$ cat src/rtl/fc_bias_relu_argmax_pkg.sv
// Shared definitions for the bias/ReLU/argmax stage behind the FC layer.
// This file holds the data width, the saturation limits and the FSM state encoding.
package fc_bias_relu_argmax_pkg;

    // Width of one vector element, bias word and activated result.
    localparam int DATA_W = 16;

    // Limits of the signed 16-bit range that a biased sum is clamped to.
    localparam logic [DATA_W-1:0] SAT_MAX = 16'h7FFF;
    localparam logic [DATA_W-1:0] SAT_MIN = 16'h8000;

    // Controller states. The encodings are fixed so that other layer stages can
    // decode them if they need to.
    typedef enum logic [1:0] {
        ST_IDLE = 2'd0,
        ST_PROC = 2'd1,
        ST_DONE = 2'd2
    } fc_state_t;

endpackage : fc_bias_relu_argmax_pkg

$ cat src/rtl/sat_add_relu16.sv
// Combinational signed 16-bit add, saturated to the 16-bit range, then ReLU.
// Other layer stages reuse this block for their own bias-plus-activation step.
module sat_add_relu16
    import fc_bias_relu_argmax_pkg::*;
(
    input  logic [DATA_W-1:0] a,
    input  logic [DATA_W-1:0] b,
    output logic [DATA_W-1:0] y
);

    logic [DATA_W:0]   sum;
    logic [DATA_W-1:0] sat;

    // The 17-bit sign-extended sum cannot overflow. Bits 16 and 15 of that sum
    // differ only when the true result falls outside the 16-bit range.
    always_comb begin
        sum = {a[DATA_W-1], a} + {b[DATA_W-1], b};
        sat = sum[DATA_W-1:0];
        if (!sum[DATA_W] && sum[DATA_W-1]) begin
            sat = SAT_MAX;
        end else if (sum[DATA_W] && !sum[DATA_W-1]) begin
            sat = SAT_MIN;
        end
        y = sat[DATA_W-1] ? '0 : sat;
    end

endmodule : sat_add_relu16

$ cat src/rtl/fc_bias_relu_argmax.sv
// Stage that sits after the fully-connected layer. It takes one m-element vector
// and adds a bias to each element with saturation, then applies ReLU. It handles
// one element per cycle and tracks the maximum element and its index, which
// gives the classifier decision.
module fc_bias_relu_argmax
    import fc_bias_relu_argmax_pkg::*;
#(
    parameter int m     = 4,
    parameter int idx_w = 2
) (
    input  logic                  clk,
    input  logic                  rst_n,
    input  logic                  in_valid,
    output logic                  in_ready,
    input  logic [0:m*DATA_W-1]   in_vector,
    input  logic [0:m*DATA_W-1]   bias,
    output logic                  out_valid,
    input  logic                  out_ready,
    output logic [0:m*DATA_W-1]   out_vector,
    output logic [idx_w-1:0]      out_argmax,
    output logic [DATA_W-1:0]     out_max
);

    localparam logic [idx_w-1:0] LAST_IDX = idx_w'(m - 1);

    fc_state_t          state;
    logic [idx_w-1:0]   idx;
    logic [DATA_W-1:0]  in_elem   [m];
    logic [DATA_W-1:0]  bias_elem [m];
    logic [DATA_W-1:0]  cap_in    [m];
    logic [DATA_W-1:0]  cap_bias  [m];
    logic [DATA_W-1:0]  res       [m];
    logic [DATA_W-1:0]  max_q;
    logic [idx_w-1:0]   argmax_q;
    logic [DATA_W-1:0]  act;

    // Element 0 occupies the leftmost (lowest-numbered) bits of each packed bus.
    // These assigns unpack the inputs and pack the result array back out.
    for (genvar gi = 0; gi < m; gi++) begin : g_pack
        assign in_elem[gi]                       = in_vector[gi*DATA_W +: DATA_W];
        assign bias_elem[gi]                     = bias[gi*DATA_W +: DATA_W];
        assign out_vector[gi*DATA_W +: DATA_W]   = res[gi];
    end

    assign out_argmax = argmax_q;
    assign out_max    = max_q;

    // One shared bias/saturate/ReLU unit. It works on the element selected by the counter.
    sat_add_relu16 u_act (
        .a (cap_in[idx]),
        .b (cap_bias[idx]),
        .y (act)
    );

    // Controller: capture in IDLE, one element per cycle in PROC, and hold the results in DONE.
    always_ff @(posedge clk or negedge rst_n) begin
        if (!rst_n) begin
            state     <= ST_IDLE;
            idx       <= '0;
            max_q     <= '0;
            argmax_q  <= '0;
            in_ready  <= 1'b1;
            out_valid <= 1'b0;
            for (int i = 0; i < m; i++) begin
                cap_in[i]   <= '0;
                cap_bias[i] <= '0;
                res[i]      <= '0;
            end
        end else begin
            case (state)
                ST_IDLE: begin
                    if (in_valid) begin
                        for (int i = 0; i < m; i++) begin
                            cap_in[i]   <= in_elem[i];
                            cap_bias[i] <= bias_elem[i];
                        end
                        idx      <= '0;
                        max_q    <= '0;
                        argmax_q <= '0;
                        in_ready <= 1'b0;
                        state    <= ST_PROC;
                    end
                end
                ST_PROC: begin
                    res[idx] <= act;
                    // The compare is strict, so a tie keeps the lower index.
                    // Element 0 always seeds the running maximum.
                    if ((idx == '0) || (act > max_q)) begin
                        max_q    <= act;
                        argmax_q <= idx;
                    end
                    if (idx == LAST_IDX) begin
                        out_valid <= 1'b1;
                        state     <= ST_DONE;
                    end else begin
                        idx <= idx + idx_w'(1);
                    end
                end
                ST_DONE: begin
                    if (out_ready) begin
                        out_valid <= 1'b0;
                        in_ready  <= 1'b1;
                        state     <= ST_IDLE;
                    end
                end
                default: begin
                    out_valid <= 1'b0;
                    in_ready  <= 1'b1;
                    state     <= ST_IDLE;
                end
            endcase
        end
    end

endmodule : fc_bias_relu_argmax

$ cat config.mk
export PLATFORM = sky130hd
export DESIGN_NAME = fc_bias_relu_argmax
export DESIGN_NICKNAME = d
export VERILOG_FILES = /design/src/rtl/fc_bias_relu_argmax_pkg.sv /design/src/rtl/sat_add_relu16.sv /design/src/rtl/fc_bias_relu_argmax.sv
export SDC_FILE = /design/constraint.sdc
export NUM_CORES = 1
export LEC_CHECK = 0
export BUFFER_PORTS_ARGS = -buffer_cell sky130_fd_sc_hd__buf_2
export CAP_MARGIN = 0
export CORE_UTILIZATION = 57
export CTS_BUF_LIST = sky130_fd_sc_hd__clkbuf_8
export CTS_CLUSTER_SIZE = 30
export DETAILED_ROUTE_END_ITERATION = 16
export GPL_TIMING_DRIVEN = 0
export PLACE_DENSITY = 0.81
export SYNTH_ARGS = -nofsm -noshare
export SYNTH_HDL_FRONTEND = slang
export SYNTH_SLANG_ARGS = --single-unit
$ cat constraint.sdc
create_clock -name clk -period 7.5 [get_ports clk]
set_input_delay 1.5 -clock clk [delete_from_list [all_inputs] [get_ports clk]]
set_output_delay 1.5 -clock clk [all_outputs]
set_load 0.005 [all_outputs]
# Word-level counts from Yosys, hierarchy flattened
# Cells that the tools add are included.
# totals
ff_bits	216
wordCells	79
inputBits	132
# classes
order_cmp	3
reduce_logical	15
n_eq_ne	8
add_sub_neg	2
bitwise	3
mux	30
# ops
cell	count
16-bit two-way mux	9
16-bit binary-select mux with 2-bit select	2
64-bit bitwise mux	1
16-bit demux with 2-bit select	1
16-bit case mux with 2 select lines	1
16-bit by 16-bit adder with 17-bit output	1
16-bit greater-than comparator	1
15-bit two-way mux	1
3-bit AND reduction	5
2-bit two-way mux	6
2-bit inequality test (second input constant)	5
2-bit case mux with 2 select lines	2
1-bit case mux with 3 select lines	2
2-bit case mux with 3 select lines	1
2-bit == test (second input constant)	2
2-bit logical NOT	2
1-bit two-way mux	4
3-bit greater-or-equal comparator (second input constant)	1
1-bit logical AND	3
3-bit by 1-bit less-than comparator with 1-bit output (second input constant)	1
2-bit inverter with 3-bit output	1
2-bit by 1-bit adder with 2-bit output (second input constant)	1
2-bit by 1-bit == test with 1-bit output (second input constant)	1
1-bit logical NOT	2
4 further kinds	5

# Longest topological paths before layout
# Gate-level depths: netlist (run 1).
# logic_depth
ltp_word	14
depth_mapped	22
depth_no_buf	18

# Hierarchy
# Synthesis (run 1) repeated with hierarchy kept, for this count alone.
# hier_totals
cells_unflattened	735
hier_area_um2	10297.4
# by_module_without_submodules
mod	cells_per_inst	seq_area_each_um2	area_each_um2	n_inst
fc_bias_relu_argmax	600	5406.4	9301.4	1
sat_add_relu16	135	0.0	996.0	1

# Least setup slack after synthesis (run 1)
# OpenSTA, ideal clock, no wires.
# synth_path
path_kind	register -> register
start	register idx[0]
end	register max_q[10] (netlist: out_max[10])
slack_ps	1352
setup_time_ps	125
t_required_ps	7375
arrival_time_ps	6023
path_stages_with_launch	22
path_cell_list	dfrtp_1 -> clkbuf_1 -> buf_1 -> mux4_2 -> ha_1 -> a21oi_1 -> o21ai_1 -> a311o_1 -> a21oi_1 -> xnor2_1 -> clkbuf_1 -> o21ai_1 -> inv_2 -> ha_1 -> nand4_1 -> or4b_4 -> or4_1 -> nor2_1 -> and4_1 -> a211oi_1 -> buf_6 -> mux2_4
# synth_via
elab_chain_len	14
elab_cells_between_ends	22
classes_between	add/sub (1); order compare (1); eq/ne (1); mux (11); bitwise (1); reduce/logical (7)
# synth_rtl
element	line_no	rtl
start, declared	fc_bias_relu_argmax.sv:27	logic [idx_w-1:0] idx;
start signal, assigned	fc_bias_relu_argmax.sv:96	idx <= idx + idx_w'(1);
2-bit inverter with 3-bit output (not written as such) (*)	fc_bias_relu_argmax.sv:50, fc_bias_relu_argmax.sv:51	
16-bit binary-select mux with 2-bit select (on tied branches)	fc_bias_relu_argmax.sv:50, fc_bias_relu_argmax.sv:51	
16-bit two-way mux (on tied branches) (2 in series)	fc_bias_relu_argmax.sv:50, fc_bias_relu_argmax.sv:51	
16-bit by 16-bit adder with 17-bit output (*)	sat_add_relu16.sv:17	sum = {a[DATA_W-1], a} + {b[DATA_W-1], b};
1-bit logical NOT	sat_add_relu16.sv:21	end else if (sum[DATA_W] && !sum[DATA_W-1]) begin
1-bit logical AND	sat_add_relu16.sv:21	
16-bit two-way mux	sat_add_relu16.sv:21	
16-bit two-way mux (*)	sat_add_relu16.sv:19	if (!sum[DATA_W] && sum[DATA_W-1]) begin
15-bit two-way mux (*)	sat_add_relu16.sv:24	y = sat[DATA_W-1] ? '0 : sat;
via act[12]	fc_bias_relu_argmax.sv:35	logic [DATA_W-1:0] act;
16-bit greater-than comparator (*)	fc_bias_relu_argmax.sv:88	if ((idx == '0) || (act > max_q)) begin
1-bit logical OR (*)	fc_bias_relu_argmax.sv:88	
2-bit inequality test (no source line) (*)	--	
3-bit AND reduction (no source line) (*)	--	
end signal, assigned	fc_bias_relu_argmax.sv:89	max_q <= act;
end, declared	fc_bias_relu_argmax.sv:33	logic [DATA_W-1:0] max_q;
# The timed path passes the listed nets; every way through them passes the cells marked *. The select of a mux whose other input is x is not followed.
# A chain may end at the register's enable or synchronous reset.

# Final worst setup path (run 1)
# layout_path
start	register idx[0]
end	register max_q[8] (netlist: out_max[8])
# The elaborated chain is that of the path after synthesis.

==> results of run 1 <==
==> critical path, cell delays in order, from the launching register on <==
cell and delay (ps):
dfrtp_1 380, clkbuf_1 560, clkbuf_2 520, mux4_2 570, ha_1 390, a21oi_1 240, a21oi_1 130, o31a_1 350
a21oi_1 320, xnor2_2 200, clkbuf_1 290, o21ai_1 430, inv_1 100, ha_1 330, nand4_1 130, or4b_4 550
o31a_1 300, o211ai_1 110, o21ai_0 130, a211oi_1 290, buf_6 200, buf_8 170, mux2i_1 210
==> cell usage in the layout (no fill, tap or decap), drive strengths merged, types with 16 or more instances in the layout <==
master / count
buf: 220
dfrtp: 210
mux2: 137
o21ai: 88
clkbuf: 81
nand2: 72
inv: 47
ha: 34
mux4: 32
a21oi: 20
mux2i: 16
==> per-layer routing <==
metal,part of all wire,wire length (um),vias up,global-route usage
li1,-,-,3313,-
met1,0.39,9740,3565,0.355
met2,0.49,12100,282,0.473
met3,0.088,2180,60,0.0854
met4,0.030,733,2,0.104
met5,0.00040,10,-,0
==> layout make-up <==
type / instances / area (um^2) / area share
sequential: 211 / 5280 / 0.438
multi-input combinational: 494 / 4340 / 0.360
timing repair buffer: 211 / 1090 / 0.0903
clock buffer: 46 / 633 / 0.0525
tap: 220 / 275 / 0.0228
buffer: 44 / 206 / 0.0171
inverter: 35 / 131 / 0.0109
clock inverter: 15 / 90.1 / 0.00747
antenna: 4 / 10.0 / 0.000830
==> stage by stage <==
stage / hold slack [ps] / instance area (um^2) / utilization / setup WS (ps) / cells
floorplan: 473 / 9940 / - / 1350 / 784
global placement: 458 / 11300 / 0.670 / 260 / 1214
detailed placement: 466 / 11300 / 0.672 / 160 / 1215
CTS: 480 / 12000 / 0.715 / 69.8 / 1276
global route: 500 / 12000 / 0.716 / 20.1 / 1277
finish: 477 / 12100 / 0.717 / 497 / 1280
==> how the worst max path moves through the flow <==
stage                       from           to  slack (ps)
after CTS                 idx[0]   out_max[8]          70
after detailed placement  idx[0]   out_max[8]         160
final                     idx[0]   out_max[8]         500
after global placement    idx[0]   out_max[6]         260
after global routing      idx[0]   out_max[8]          20
after floorplan           idx[0]  out_max[10]        1350
==> flip-flops by register name (all words and copies together) (netlist names) <==
register and cells:
state 2, out_vector 60, out_valid 1, out_argmax 2, cap_in 64, idx 2
cap_bias 64, in_ready 1, out_max 15
==> kinds of logic after synthesis <==
logic type	share of synthesized area
compound gates	0.0810
xor+xnor	0.0123
buf+inv	0.0336
simple gates	0.0514
mux	0.244
fa+ha+maj	0.0449
other cells	0.000378
flops	0.532
==> repair_timing <==
item	in CTS	in global routing
hold buffers	0	0
resized for setup	0	7
setup endpoints to repair	0	17
==> impl_results.md, run 1 <==
* Status: finished, final reports clean
* PortBufs at 210
* Number of synthesized register bits at 211
* Die Ht at 134 um
* Initial antenna violation count at 5
* Register area share after synthesis at 0.532
* Routed vias/inst at 5.64
* Critical-path maximum fanout at 10
* Async set-reset flop share out of synthesis at 1.00
* Syn Area/Cell at 12.7 um^2
* Post-route ant nets at 0
* Top post-synthesis cells by count: 210 x dfrtp_1, 136 x mux2_2, 72 x nand2_1
* RSZ-0062 raised after global routing: false
* CTS Root Cell: clkbuf_8
* CP Class: register to register
* Clk Latency, worst-skew pair at 520 ps
* Htree depth at 2
* Min Tclk post-route at 7000 ps
* Reg2reg start: idx[0]
* Pin count of the biggest net entering global routing at 120
* Total negative slack at 0 ps
* Die footprint at 0.0180 mm^2
* Vias in the first global route at 7,541
* Longest Clk Path Bufs at 3
* WHS Endpoint: out_vector[14]
* Vias at 7,222
* Synthesized cell area at 0.00993 mm^2
* Max-Cap Viols at 0
* Core footprint at 0.0168 mm^2
* Clock sink count at 211
* Gr ovfl total at 0
* Clk pin slew, worst setup/hold paths at 60 ps
* Placer Congestion at 0.870
* Warnings, synthesis at 0
* Iteration-0 DRC count of the detailed router at 251
* Final period util at 0.934
* Drt wl/cell at 19.3 um
* Final setup violation count at 0
* Rel. slew slack at 0.382
* Largest cells by area after synthesis: dfrtp_1 53%, mux2_2 15%, mux4_2 7.3%
* Clock skew at 29.8 ps
* Synth Instances at 780
* Required time worst endpoint at 7930 ps
* R2R depth at 22
* GRT Resource Usage Total at 0.285
* EDFF count, synth at 0
* Final Hold Viols at 0
* WL final at 24,800 um
* DP HPWL at 18,100 um
* Initial Utilization at 0.590
* Netlist cell types at 57
* Hold path depth at 2
* Register-to-register setup slack at 500 ps
* NumNets Final at 1,200
* I/O pin count at 216
* Layout area overhead at 21.4%
* Num rows at 47
* Die width at 134 um
* CTS tree: built
* Min-Delay Path Class: register to register
* TritonRoute pass-1 iters at 7
* Top cell type's share of synthesized area at 0.529
* Top-count cell post-synth: dfrtp_1
* Startpoint types: register
* Worst R2R End: out_max[8]
* CTS buffer count at 36
* Fillers at 1,239
* Slew @ Worst Pin at 925 ps
* DRC errors left at 0
* Cell taking the most area after synthesis: dfrtp_1
* First-pass GRT wire length at 39,200 um
* Share of layout cells above drive strength 1 at 0.423
* Worst setup EP type: register
* Fmax at 143 MHz
* Top_reg_cell synth: dfrtp_1
* CP arrival at 7440 ps
* HP Start: out_vector[14]
* Setup Buffers After CTS at 0
* Final slew viol count at 0
Power of run 1 is left out: the tool's default activity adds up to more than one toggle a clock period on the data nets, which glitch-free logic cannot reach.
==> run 2: changes to the inputs <==
CORE_ASPECT_RATIO = 1.1   (was default)
==> impl_results.md, run 2 (synthesis gave the netlist of run 1 again) <==
* Crit-path leading delay family: compound AO/OA/AOI/OAI gates
* Post-cts resize count at 0 (unchanged)
* Commonest cells after routing, fill and taps aside: 210 x dfrtp_1, 209 x buf_2, 136 x mux2_2, 72 x nand2_1, 58 x o21ai_1
* Startpoint types: register
* GRT Resource Usage Total at 0.282 (-0.00377)
* Final setup violation count at 0 (unchanged)
* Placer Congestion at 0.888 (+2.1%)
* CTS Root Cell: clkbuf_8
* Iteration-0 DRC count of the detailed router at 297 (+18%)
* Final Hold Viols at 0 (unchanged)
* Routed vias/inst at 5.50 (-2.5%)
* Min Tclk post-route at 6870 ps (-135 ps)
* PortBufs at 210 (unchanged)
* Clock skew at 28.5 ps (-1.30 ps)
* Slew @ Worst Pin at 945 ps (+20.0 ps)
* Min-Delay Path Class: register to register
* Num rows at 50 (+6.4%)
* Vias in the first global route at 7,420 (-1.6%)
* Slowest CP cell: clkbuf_1
* Gr ovfl total at 0 (unchanged)
* Share of layout cells above drive strength 1 at 0.425 (+0.00175)
* Drt wl/cell at 18.7 um (-3.2%)
* Final period util at 0.916 (-0.0180)
* DP HPWL at 17,900 um (-1.1%)
* Vias at 7,100 (-1.7%)
* Setup crit start: idx[1]
* Reg area at 0.00528 mm^2 (unchanged)
* Hold Buf Count CTS at 0 (unchanged)
* Fillers at 1,240 (+0.081%)
* First-pass GRT wire length at 38,800 um (-0.97%)
* Htree depth at 2 (unchanged)
* Pin count of the biggest net entering global routing at 126 (+5.0%)
* Core footprint at 0.0170 mm^2 (+1.2%)
* Initial Utilization at 0.584 (-0.00686)
* Post-route ant nets at 0 (unchanged)
* Clock sink count at 211 (unchanged)
* Required time worst endpoint at 7920 ps (about the same)
* Most common cell after layout, fill and taps aside: dfrtp_1
* Status: finished, final reports clean
* Crit path buf inv count at 6 (unchanged)
* Longest Clk Path Bufs at 3 (unchanged)
* Crit-path most repeated cell: clkbuf_1
* Total negative slack at 0 ps (unchanged)
* Max-Cap Viols at 0 (unchanged)
* Fmax at 146 MHz (+2.0%)
* Clk Latency, worst-skew pair at 520 ps (about the same)
* Reg2reg start: idx[1]
* Cell-by-cell trace of the critical path: clkbuf_1 -> clkbuf_1 -> mux4_2 -> ha_1 -> a21oi_1 -> o21ai_1 -> a311o_1 -> a21oi_1 -> xnor2_1 -> clkbuf_1 -> o21ai_1 -> inv_1 -> ha_1 -> nand4_1 -> or4b_4 -> o31a_1 -> o211ai_1 -> o21ai_0 -> a211oi_1 -> buf_6 -> buf_8 -> mux2i_1
* Rel. slew slack at 0.369 (-0.0134)
* CP Class: register to register
* Layout area overhead at 21.1%
* Clk pin slew, worst setup/hold paths at 60 ps (about the same)
* Slowest Stage Delay on Critical Path at 580 ps (about the same)
* WL final at 24,200 um (-2.4%)
* Die width at 128 um (-4.6%)
* CTS buffer count at 34 (-5.6%)
* TritonRoute pass-1 iters at 5 (-2)
* HP Start: out_vector[61]
* CTS tree: built
* Die footprint at 0.0180 mm^2 (about the same)
* Worst setup EP type: register
* Initial antenna violation count at 4 (-1)
* Critical-path maximum fanout at 10 (unchanged)
* Setup Buffers After CTS at 0 (unchanged)
* Die Ht at 140 um (+4.8%)
* CP arrival at 7280 ps (-160 ps)
* I/O pin count at 216 (unchanged)
* Multi-input gate area at 0.00433 mm^2 (about the same)
* RSZ-0062 raised after global routing: false
* Final slew viol count at 0 (unchanged)
* NumNets Final at 1,198 (-0.17%)
* DRC errors left at 0 (unchanged)
-- run 2: cell count changes in the layout (fill, tap and decap cells not counted) --
cell	before	now
bufinv_16	1	0
clkbuf_1	32	31
clkbuf_2	3	4
clkbuf_8	46	45
clkinv_2	2	3
clkinvlp_4	0	1
diode_2	4	3
inv_1	42	40
o21ai_1	59	58
o21ai_2	0	1
xnor2_1	8	9
xnor2_2	1	0
-- run 2: layout make-up --
class / count / area share
Buffer: 44 / 0.0173
Sequential cell: 211 / 0.439
Multi-Input combinational cell: 494 / 0.360
Antenna cell: 3 / 0.000624
Inverter: 35 / 0.0109
Tap cell: 234 / 0.0243
Clock buffer: 45 / 0.0515
Timing Repair Buffer: 211 / 0.0905
Clock inverter: 14 / 0.00541
-- run 2: routing by layer --
layer	GRT usage	up-vias	routed length, um
met5	0	-	20
met4	0.0830	4	465
met3	0.0764	37	1690
met2	0.463	204	11900
met1	0.367	3551	10100
li1	-	3304	-
-- run 2: worst register-to-register path: stages (launching register included) --
cell      delay (ps)
dfrtp_1          380
clkbuf_1         400
clkbuf_1         580
mux4_2           440
ha_1             350
a21oi_1          280
o21ai_1          120
a311o_1          410
a21oi_1          240
xnor2_1          240
clkbuf_1         300
o21ai_1          570
inv_1            100
ha_1             310
nand4_1          120
or4b_4           540
o31a_1           290
o211ai_1         110
o21ai_0          120
a211oi_1         310
buf_6            210
buf_8            170
mux2i_1          190
-- run 2: stage by stage --
step	worst slack, ps	instances	cell area (um^2)	utilization	hold slack [ps]
floorplan	1350	784	9940	-	473
global route	142	1288	12000	0.706	504
finish	632	1291	12000	0.707	479
global placement	198	1228	11300	0.663	457
CTS	93.5	1288	12000	0.706	478
detailed placement	144	1229	11300	0.666	465
-- run 2: worst paths after layout --
path	end	slack [ps]	cells after the start
setup / recovery	out_argmax[0]	630	22
hold / removal	out_vector[61]	480	2
setup reg to reg	out_argmax[0]	630	22
hold reg to reg	out_vector[61]	480	2
max in group asynchronous	out_max[2]	5490	2
min in group asynchronous	state[1]	980	1
Power of run 2 is left out for the same reason.
